### src/rtl/systolic_pkg.sv
// Shared definitions for the systolic array front end.
// Holds the default array geometry, the drain length helper and the
// feeder state encoding used by systolic_skew_feeder.
package systolic_pkg;

  localparam int unsigned ARR_SIZE      = 4;
  localparam int unsigned VERTICAL_BW   = 32;
  localparam int unsigned HORIZONTAL_BW = 16;
  localparam int unsigned DEPTH_W       = 16;

  // Cycles of zero injection needed after the last beat so that the most
  // delayed lane has pushed its final operand through the whole array.
  function automatic int unsigned drain_cycles(input int unsigned arr_size);
    return 2 * arr_size - 1;
  endfunction

  localparam int unsigned DRAIN_CYCLES = drain_cycles(ARR_SIZE);

  typedef enum logic [1:0] {
    IDLE  = 2'd0,
    LOAD  = 2'd1,
    DRAIN = 2'd2
  } feeder_state_e;

endpackage

### src/rtl/skew_delay_line.sv
// Fixed-depth shift register used to skew one operand lane.
// Ports:
//   clk_i  - clock, rising edge
//   rst_ni - asynchronous active-low reset, clears every stage
//   d_i    - lane word entering stage 0
//   q_o    - lane word leaving the last stage (latency DEPTH cycles)
module skew_delay_line #(
  parameter int unsigned WIDTH = 8,
  parameter int unsigned DEPTH = 1
) (
  input  logic             clk_i,
  input  logic             rst_ni,
  input  logic [WIDTH-1:0] d_i,
  output logic [WIDTH-1:0] q_o
);

  logic [WIDTH-1:0] stage_q [DEPTH];

  always_ff @(posedge clk_i or negedge rst_ni) begin
    if (!rst_ni) begin
      for (int unsigned i = 0; i < DEPTH; i++) begin
        stage_q[i] <= '0;
      end
    end else begin
      stage_q[0] <= d_i;
      for (int unsigned i = 1; i < DEPTH; i++) begin
        stage_q[i] <= stage_q[i-1];
      end
    end
  end

  assign q_o = stage_q[DEPTH-1];

endmodule

### src/rtl/systolic_skew_feeder.sv
// Upstream feeder for the systolic MAC array.
// Accepts one wavefront of ARR_SIZE vertical and ARR_SIZE horizontal words
// per handshake, delays lane k by k+1 cycles (diagonal skew) and sequences a
// pass of K beats followed by a zero-flush drain and a one-cycle done pulse.
// Ports:
//   clk              - clock, rising edge
//   rst              - asynchronous active-low reset
//   start            - begin a pass (sampled in IDLE only)
//   k_len            - beats in the pass, latched on start
//   mode_in          - array mode, latched on start
//   in_valid         - upstream beat valid
//   in_ready         - feeder accepts a beat (LOAD state)
//   in_vert/in_horz  - packed input lanes, lane k at [k*BW +: BW]
//   vertical_input   - skewed vertical lanes to the array
//   horizontal_input - skewed horizontal lanes to the array
//   i_mode           - latched mode to the array
//   busy             - high in LOAD and DRAIN
//   done             - one-cycle pass-complete pulse
module systolic_skew_feeder #(
  parameter int unsigned ARR_SIZE      = systolic_pkg::ARR_SIZE,
  parameter int unsigned VERTICAL_BW   = systolic_pkg::VERTICAL_BW,
  parameter int unsigned HORIZONTAL_BW = systolic_pkg::HORIZONTAL_BW,
  parameter int unsigned DEPTH_W       = systolic_pkg::DEPTH_W
) (
  input  logic                              clk,
  input  logic                              rst,
  input  logic                              start,
  input  logic [DEPTH_W-1:0]                k_len,
  input  logic                              mode_in,
  input  logic                              in_valid,
  output logic                              in_ready,
  input  logic [VERTICAL_BW*ARR_SIZE-1:0]   in_vert,
  input  logic [HORIZONTAL_BW*ARR_SIZE-1:0] in_horz,
  output logic [VERTICAL_BW*ARR_SIZE-1:0]   vertical_input,
  output logic [HORIZONTAL_BW*ARR_SIZE-1:0] horizontal_input,
  output logic                              i_mode,
  output logic                              busy,
  output logic                              done
);

  import systolic_pkg::*;

  localparam int unsigned DRAIN_LEN = drain_cycles(ARR_SIZE);
  localparam int unsigned DRAIN_W   = $clog2(DRAIN_LEN + 1);

  feeder_state_e      state_q, state_d;
  logic [DEPTH_W-1:0] k_q, k_d;
  logic [DEPTH_W-1:0] beat_cnt_q, beat_cnt_d;
  logic [DRAIN_W-1:0] drain_cnt_q, drain_cnt_d;
  logic               mode_q, mode_d;
  logic               done_q, done_d;
  logic               accept;

  logic [VERTICAL_BW*ARR_SIZE-1:0]   inj_vert;
  logic [HORIZONTAL_BW*ARR_SIZE-1:0] inj_horz;

  assign in_ready = (state_q == LOAD);
  assign busy     = (state_q != IDLE);
  assign done     = done_q;
  assign i_mode   = mode_q;
  assign accept   = in_valid & in_ready;

  // The array advances every cycle, so a missing beat becomes a zero slice
  // (accumulation-neutral) rather than a stall.
  assign inj_vert = accept ? in_vert : '0;
  assign inj_horz = accept ? in_horz : '0;

  always_ff @(posedge clk or negedge rst) begin
    if (!rst) begin
      state_q     <= IDLE;
      k_q         <= '0;
      beat_cnt_q  <= '0;
      drain_cnt_q <= '0;
      mode_q      <= 1'b0;
      done_q      <= 1'b0;
    end else begin
      state_q     <= state_d;
      k_q         <= k_d;
      beat_cnt_q  <= beat_cnt_d;
      drain_cnt_q <= drain_cnt_d;
      mode_q      <= mode_d;
      done_q      <= done_d;
    end
  end

  always_comb begin
    state_d     = state_q;
    k_d         = k_q;
    beat_cnt_d  = beat_cnt_q;
    drain_cnt_d = drain_cnt_q;
    mode_d      = mode_q;
    done_d      = 1'b0;

    case (state_q)
      IDLE: begin
        if (start) begin
          if (k_len != '0) begin
            k_d        = k_len;
            mode_d     = mode_in;
            beat_cnt_d = '0;
            state_d    = LOAD;
          end else begin
            done_d = 1'b1;
          end
        end
      end

      LOAD: begin
        if (accept) begin
          beat_cnt_d = beat_cnt_q + DEPTH_W'(1);
          // Compare against K-1 so K = 2^DEPTH_W-1 finishes without wrapping.
          if (beat_cnt_q == k_q - DEPTH_W'(1)) begin
            drain_cnt_d = '0;
            state_d     = DRAIN;
          end
        end
      end

      DRAIN: begin
        if (drain_cnt_q == DRAIN_W'(DRAIN_LEN - 1)) begin
          state_d = IDLE;
          done_d  = 1'b1;
        end else begin
          drain_cnt_d = drain_cnt_q + DRAIN_W'(1);
        end
      end

      default: begin
        state_d = IDLE;
      end
    endcase
  end

  for (genvar k = 0; k < ARR_SIZE; k++) begin : g_lane
    skew_delay_line #(
      .WIDTH (VERTICAL_BW),
      .DEPTH (k + 1)
    ) u_vert_skew (
      .clk_i  (clk),
      .rst_ni (rst),
      .d_i    (inj_vert[k*VERTICAL_BW +: VERTICAL_BW]),
      .q_o    (vertical_input[k*VERTICAL_BW +: VERTICAL_BW])
    );

    skew_delay_line #(
      .WIDTH (HORIZONTAL_BW),
      .DEPTH (k + 1)
    ) u_horz_skew (
      .clk_i  (clk),
      .rst_ni (rst),
      .d_i    (inj_horz[k*HORIZONTAL_BW +: HORIZONTAL_BW]),
      .q_o    (horizontal_input[k*HORIZONTAL_BW +: HORIZONTAL_BW])
    );
  end

endmodule

### config.mk
export PLATFORM = sky130hd
export DESIGN_NAME = systolic_skew_feeder
export DESIGN_NICKNAME = d
export VERILOG_FILES = /design/src/rtl/systolic_pkg.sv /design/src/rtl/skew_delay_line.sv /design/src/rtl/systolic_skew_feeder.sv
export SDC_FILE = /design/constraint.sdc
export NUM_CORES = 1
export LEC_CHECK = 0
export CAP_MARGIN = 40
export CORE_MARGIN = 10
export CORE_UTILIZATION = 30
export DETAILED_ROUTE_END_ITERATION = 10
export HOLD_SLACK_MARGIN = 0.08
export PLACE_DENSITY = 0.53
export SYNTH_ARGS = -nofsm -noshare
export SYNTH_HDL_FRONTEND = slang
export SYNTH_SLANG_ARGS = --single-unit
### constraint.sdc
create_clock -name clk -period 4.6 [get_ports clk]
set_input_delay 0.92 -clock clk [delete_from_list [all_inputs] [get_ports clk]]
set_output_delay 0.92 -clock clk [all_outputs]
set_load 0.05 [all_outputs]
# == Word-level counts from Yosys, hierarchy flattened ==
# Index checks and enable logic that the tools add are counted.
# classes
shifts,0
n_lt_le_gt_ge,0
div_mod_pow,0
n_mux,20
n_reduce_logical,9
mul,0
n_eq_ne,10
n_bitwise,1
addsub,3
# op_table
operator,n
$mux W128,1
$mux W64,1
$mux W16,3
$pmux W16 S2,1
$add A16 B1 Y16 const B,1
$eq A16 B16 Y1,1
$reduce_bool A16 Y1,1
$sub A16 B1 Y16 const B,1
$mux W2,5
$mux W3,3
$ne A2 B2 Y1 const B,4
$reduce_and A4 Y1,2
$pmux W2 S3,1
$pmux W3 S2,1
$reduce_bool A2 Y1,3
$reduce_and A5 Y1,1
$ne A2 B1 Y1 const B,2
$add A3 B1 Y3 const B,1
$eq A3 B3 Y1 const B,1
$mux W1,3
$reduce_and A3 Y1,1
$eq A2 B1 Y1 const B,1
$eq A2 B2 Y1 const B,1
$logic_not A2 Y1,1
2 further kinds,2
# totals
out_inout_bits,196
mem_bits_ro,0
input_bits,213
ram_bits,0
latchBits,0
memories,0
ff_bits,519

# == Depth between registers and ports, before layout ==
# depth
word_depth,5
mapped_depth,9
ltp_nobuf,8

# == By module ==
# From an unflattened synthesis, not the netlist that was laid out.
# hier_totals
hier_cells,1129
area_unflattened_um2,16783.6
# by_module_without_submodules
module,seq_area_each_um2,cells_each,n_inst,area_each_um2
systolic_skew_feeder,975.9,505,1,3691.0
skew_delay_line (g_lane[3].u_vert_skew),3203.1,160,1,3443.3
skew_delay_line (g_lane[2].u_vert_skew),2402.3,128,1,2642.5
skew_delay_line (g_lane[1].u_vert_skew),1601.5,96,1,1841.8
skew_delay_line (g_lane[3].u_horz_skew),1601.5,80,1,1721.7
skew_delay_line (g_lane[2].u_horz_skew),1201.2,64,1,1321.3
skew_delay_line (g_lane[1].u_horz_skew),800.8,48,1,920.9
skew_delay_line (g_lane[0].u_vert_skew),800.8,32,1,800.8
skew_delay_line (g_lane[0].u_horz_skew),400.4,16,1,400.4

# == Least setup slack after synthesis ==
# No wires, ideal clock.
# synth_path
path_type,register to register
startpoint,register k_q[0]
endpoint,register drain_cnt_q[2]
path_stages_with_launch,10
path_slack_ps,1987
arrival_ps,2469
t_required_ps,4456
setup_ps,144
path_cell_list,dfrtp_1 -> inv_1 -> ha_1 -> or3b_2 -> buf_8 -> nor3_4 -> xnor2_1 -> or4_4 -> a2111oi_4 -> a211oi_1
# synth_via
elab_chain_cells,4
# synth_rtl
item,line,text
"start, declared",systolic_skew_feeder.sv:47,"logic [DEPTH_W-1:0] k_q, k_d;"
"start signal, assigned",systolic_skew_feeder.sv:78,k_q <= k_d;
$sub A16 B1 Y16,systolic_skew_feeder.sv:112,if (beat_cnt_q == k_q - DEPTH_W'(1)) begin
$eq A16 B16 Y1,systolic_skew_feeder.sv:112,
$ne A2 B1 Y1 (no source line),--,
$reduce_and A4 Y1 (no source line),--,
"end signal, assigned",systolic_skew_feeder.sv:80,drain_cnt_q <= drain_cnt_d;
"end, declared",systolic_skew_feeder.sv:49,"logic [DRAIN_W-1:0] drain_cnt_q, drain_cnt_d;"
# Every way passes these cells.
# A chain may end at the register's enable or synchronous reset.

# == Final worst setup path ==
# layout_path
startpoint,register state_q[1]
endpoint,output port in_ready
# layout_via
elab_chain_cells,1
# layout_rtl
item,line,text
"start, declared",systolic_skew_feeder.sv:46,"feeder_state_e state_q, state_d;"
"start signal, assigned",systolic_skew_feeder.sv:77,state_q <= state_d;
$eq A2 B1 Y1,systolic_skew_feeder.sv:57,assign in_ready = (state_q == LOAD);
"end, declared",systolic_skew_feeder.sv:31,"output logic in_ready,"
# Every way passes these cells.

==> insert_results.sql <==
INSERT INTO impl_metrics (metric_group, metric, value, unit) VALUES
('cells_and_area', 'syn2layout_area_growth', '35.0', '%'),
('sta', 'hold_viol', '0', ''),
('routing', 'route.vias.total', '9243', ''),
('place', 'place_congestion', '0.793', ''),
('power_and_ir_drop', 'p_leak', '10.8', 'nW'),
('clocking', 'insertion_delay', '0.59', 'ns'),
('synth', 'synth_fp_nets', '1337', ''),
('clocking', 'post_cts.resized_instances', '0', ''),
('worst_setup_path', 'cell_with_the_largest_stage_delay_on_the_worst_path', 'sky130_fd_sc_hd__clkdlybuf4s50_1', ''),
('worst_setup_path', 'worstPathBufferInverterCount', '2', ''),
('worst_setup_path', 'r2r_slack', '1.64', 'ns'),
('worst_setup_path', 'worst-path-stages', '3', ''),
('synth', 'yosys_top_cell_by_area', 'sky130_fd_sc_hd__dfrtp_1', ''),
('routing', 'route.final.wire_length', '39.8', 'mm'),
('worst_setup_path', 'worst_ep_arrival', '2.21', 'ns'),
('synth', 'synthDistinctLibCells', '46', ''),
('routing', 'drt_drc_violations_left', '0', ''),
('sta', 'max_freq', '320', 'MHz'),
('sta', 'worst_clock_skew', '0.0141', 'ns'),
('sta', 'max_slew_margin', '37.3', '%'),
('synth', 'number_of_synthesized_flops_with_an_enable_pin', '0', ''),
('sta', 'final-setup-viol-count', '0', ''),
('place', 'dp.final_hpwl', '28.0', 'mm'),
('clocking', 'htreeDepth', '2', ''),
('die', 'start_util', '30.4', '%'),
('routing', 'routed_wire_length_per_instance', '18.1', 'um'),
('die', 'row_count', '86', ''),
('sta', 'tightest_slew', '0.940', 'ns'),
('synth', 'syn_area_per_cell', '15.0', 'sq um'),
('cells_and_area', 'final_cell_count_no_fill', '2198', ''),
('worst_setup_path', 'setup.worst_path.start_class', 'register', ''),
('routing', 'detailedRoute.firstPassIterationCount', '4', ''),
('place', 'portBuffers', '408', ''),
('grt', 'antenna_violations_before_repair', '11', ''),
('grt', 'grt-ovfl-total', '0', ''),
('power_and_ir_drop', 'irDropWorstVdd', '0.278', 'mV'),
('min_path', 'min_delay_path_depth', '0', ''),
('flow_run', 'cap_viol_max_count', '0', ''),
('synth', 'syn-instance-count', '1120', ''),
('clocking', 'cts_root_buffer', 'sky130_fd_sc_hd__clkbuf_16', ''),
('worst_setup_path', 'criticalPathCategory', 'reg -> out', ''),
('sta', 'final.hold.worst_slack', '0.340', 'ns'),
('synth', 'ys.warnings.count', '0', ''),
('die', 'fp.dieArea', '65800', 'sq um'),
('synth', 'synth_sequential_area_ratio', '77.3', '%'),
('die', 'floorplan.die.height', '257', 'um'),
('sta', 'fin_setup_tns', '0', 'ns'),
('routing', 'vias_per_std_cell', '4.21', ''),
('clocking', 'post-cts-setup-buffer-count', '0', ''),
('worst_setup_path', 'reg2reg_depth', '6', ''),
('worst_setup_path', 'worst_r2r_endpoint', 'state_q[1]', ''),
('place', 'placedCellCount', '2096', ''),
('grt', 'global_route.usage.total', '11.9', '%'),
('min_path', 'timing.hold.worst.class', 'reg -> reg', ''),
('grt', 'first_global_vias', '9923', ''),
('cells_and_area', 'post_route_cells_drive_above_1_share', '8.56', '%'),
('worst_setup_path', 'timing.rr.start', 'k_q[2]', ''),
('sta', 'timing.final.crit_share', '68.0', '%'),
('worst_setup_path', 'path_delay_family', 'buffers and inverters', ''),
('worst_setup_path', 'crit_path_max_incr_delay', '0.84', 'ns'),
('outcome', 'outcome', 'complete, no violations', ''),
('min_path', 'min_delay_worst_endpoint', 'g_lane[2].u_vert_skew.stage_q[56]', ''),
('clocking', 'clk_path_buf_depth', '3', ''),
('routing', 'first_iter_violations', '386', ''),
('sta', 'finalMaxSlewViolations', '0', ''),
('cells_and_area', 'nets', '1621', ''),
('sta', 'period_needed', '3.13', 'ns'),
('die', 'floorplan.die.width', '257', 'um'),
('worst_setup_path', 'worst-endpoint-required', '3.68', 'ns'),
('die', 'io-pin-count', '409', ''),
('worst_setup_path', 'crit_path_cell_trace', 'nand2b_1 -> inv_4 -> clkdlybuf4s50_1', '');
[logic make-up after synthesis]
family | Yosys count | synth area share (%)
flip-flops | 519 | 77.3
AND/OR/NAND/NOR | 326 | 11.3
buffers and inverters | 204 | 7.97
AO/OA/AOI/OAI | 35 | 1.45
XOR/XNOR | 31 | 1.62
adder cells (fa/ha/maj) | 4 | 0.298
multiplexers | 1 | 0.0671
[per-stage QoR]
stage	worst slack, ns	util (%)	power (mW)	cell area, sq um
2_1_floorplan	1.99	-	6.93	16800
3_5_place_dp	1.38	37.5	7.68	20700
4_1_cts	1.41	41.0	12.4	22700
5_1_grt	1.37	41.0	12.7	22700
6_report	1.47	41.0	12.2	22700
3_3_place_gp	1.33	37.4	7.62	20700
[worst max-delay path by stage]
stage                    start             end  slack (ns)
global placement      k_len[9]      state_q[0]        1.33
detailed placement    k_len[9]   beat_cnt_q[9]        1.38
finish              state_q[1]        in_ready        1.47
floorplan               k_q[0]  drain_cnt_q[2]        1.99
CTS                 state_q[1]        in_ready        1.41
global route        state_q[1]        in_ready        1.37
[worst reg2reg max path, cell delays in order, from the launching register on]
cell	delay, ns
sky130_fd_sc_hd__dfrtp_1	0.45
sky130_fd_sc_hd__or4_1	0.63
sky130_fd_sc_hd__o41ai_1	0.49
sky130_fd_sc_hd__a21oi_1	0.14
sky130_fd_sc_hd__or4_4	0.54
sky130_fd_sc_hd__a2111oi_4	0.43
sky130_fd_sc_hd__a22o_1	0.21
[power breakdown]
part	switching, mW	internal (mW)	total (mW)
registers	0.262	5.10	5.36
logic	1.39	0.815	2.20
clock network	1.76	2.83	4.59
[cell usage after synthesis, types with 5 or more instances]
cell and count:
sky130_fd_sc_hd__a21oi_1 10, sky130_fd_sc_hd__xor2_1 9, sky130_fd_sc_hd__o21ai_0 7, sky130_fd_sc_hd__nand2_1 57
sky130_fd_sc_hd__buf_4 145, sky130_fd_sc_hd__dfrtp_1 519, sky130_fd_sc_hd__nor4_1 9, sky130_fd_sc_hd__and3_1 193
sky130_fd_sc_hd__nor2_1 20, sky130_fd_sc_hd__nor3b_1 6, sky130_fd_sc_hd__clkbuf_1 50, sky130_fd_sc_hd__nor3_1 8
sky130_fd_sc_hd__xnor2_1 22, sky130_fd_sc_hd__inv_1 5
[flip-flops by register name, indices dropped and copies added (netlist names), 2 cells and up]
signal and count:
g_lane.u_vert_skew.stage_q 192, g_lane.u_vert_skew.q_o 128, g_lane.u_horz_skew.stage_q 96, g_lane.u_horz_skew.q_o 64, beat_cnt_q 16, k_q 16, drain_cnt_q 3, state_q 2
[area by class of cell]
type                    instances  area (sq um)  area share [%]
diodes                          1          2.50          0.0110
repair buffers                427          4330            19.1
clock buffers                  75          1560            6.89
flip-flops and latches        519         13000            57.3
multi-input cells             397          2470            10.9
inverters                       5          21.3          0.0938
well taps                     748           936            4.13
clock inverters                26           359            1.58
[cell usage in the layout, fill, tap and decap left out, drive strengths merged, types with 2 or more instances in the layout]
| master | count |
|---|---|
| a211oi | 2 |
| nand2 | 57 |
| clkbuf | 75 |
| and2 | 2 |
| nor4 | 9 |
| o22ai | 2 |
| buf | 21 |
| nor4b | 3 |
| dfrtp | 519 |
| inv | 8 |
| bufinv | 8 |
| nand4 | 4 |
| o31ai | 2 |
| nor2 | 20 |
| nor3 | 9 |
| xor2 | 9 |
| clkdlybuf4s50 | 406 |
| o21ai | 7 |
| ha | 4 |
| nand3 | 4 |
| nor3b | 6 |
| and3 | 193 |
| xnor2 | 22 |
| clkinv | 14 |
| a21oi | 10 |
| o211ai | 2 |
| or3 | 2 |
| or3b | 2 |
| o2111ai | 2 |
| nor2b | 2 |
| a22oi | 2 |
| nand2b | 3 |
| or4 | 6 |
[metal layers]
metal / up-vias / GRT usage (%) / routed length (um)
met3: 77 / 4.99 / 3740
li1: 4132 / - / -
met1: 4684 / 14.2 / 15800
met5: - / 0 / 121
met4: 16 / 3.96 / 960
met2: 334 / 19.2 / 19200
(Power assumes the default switching activity.)
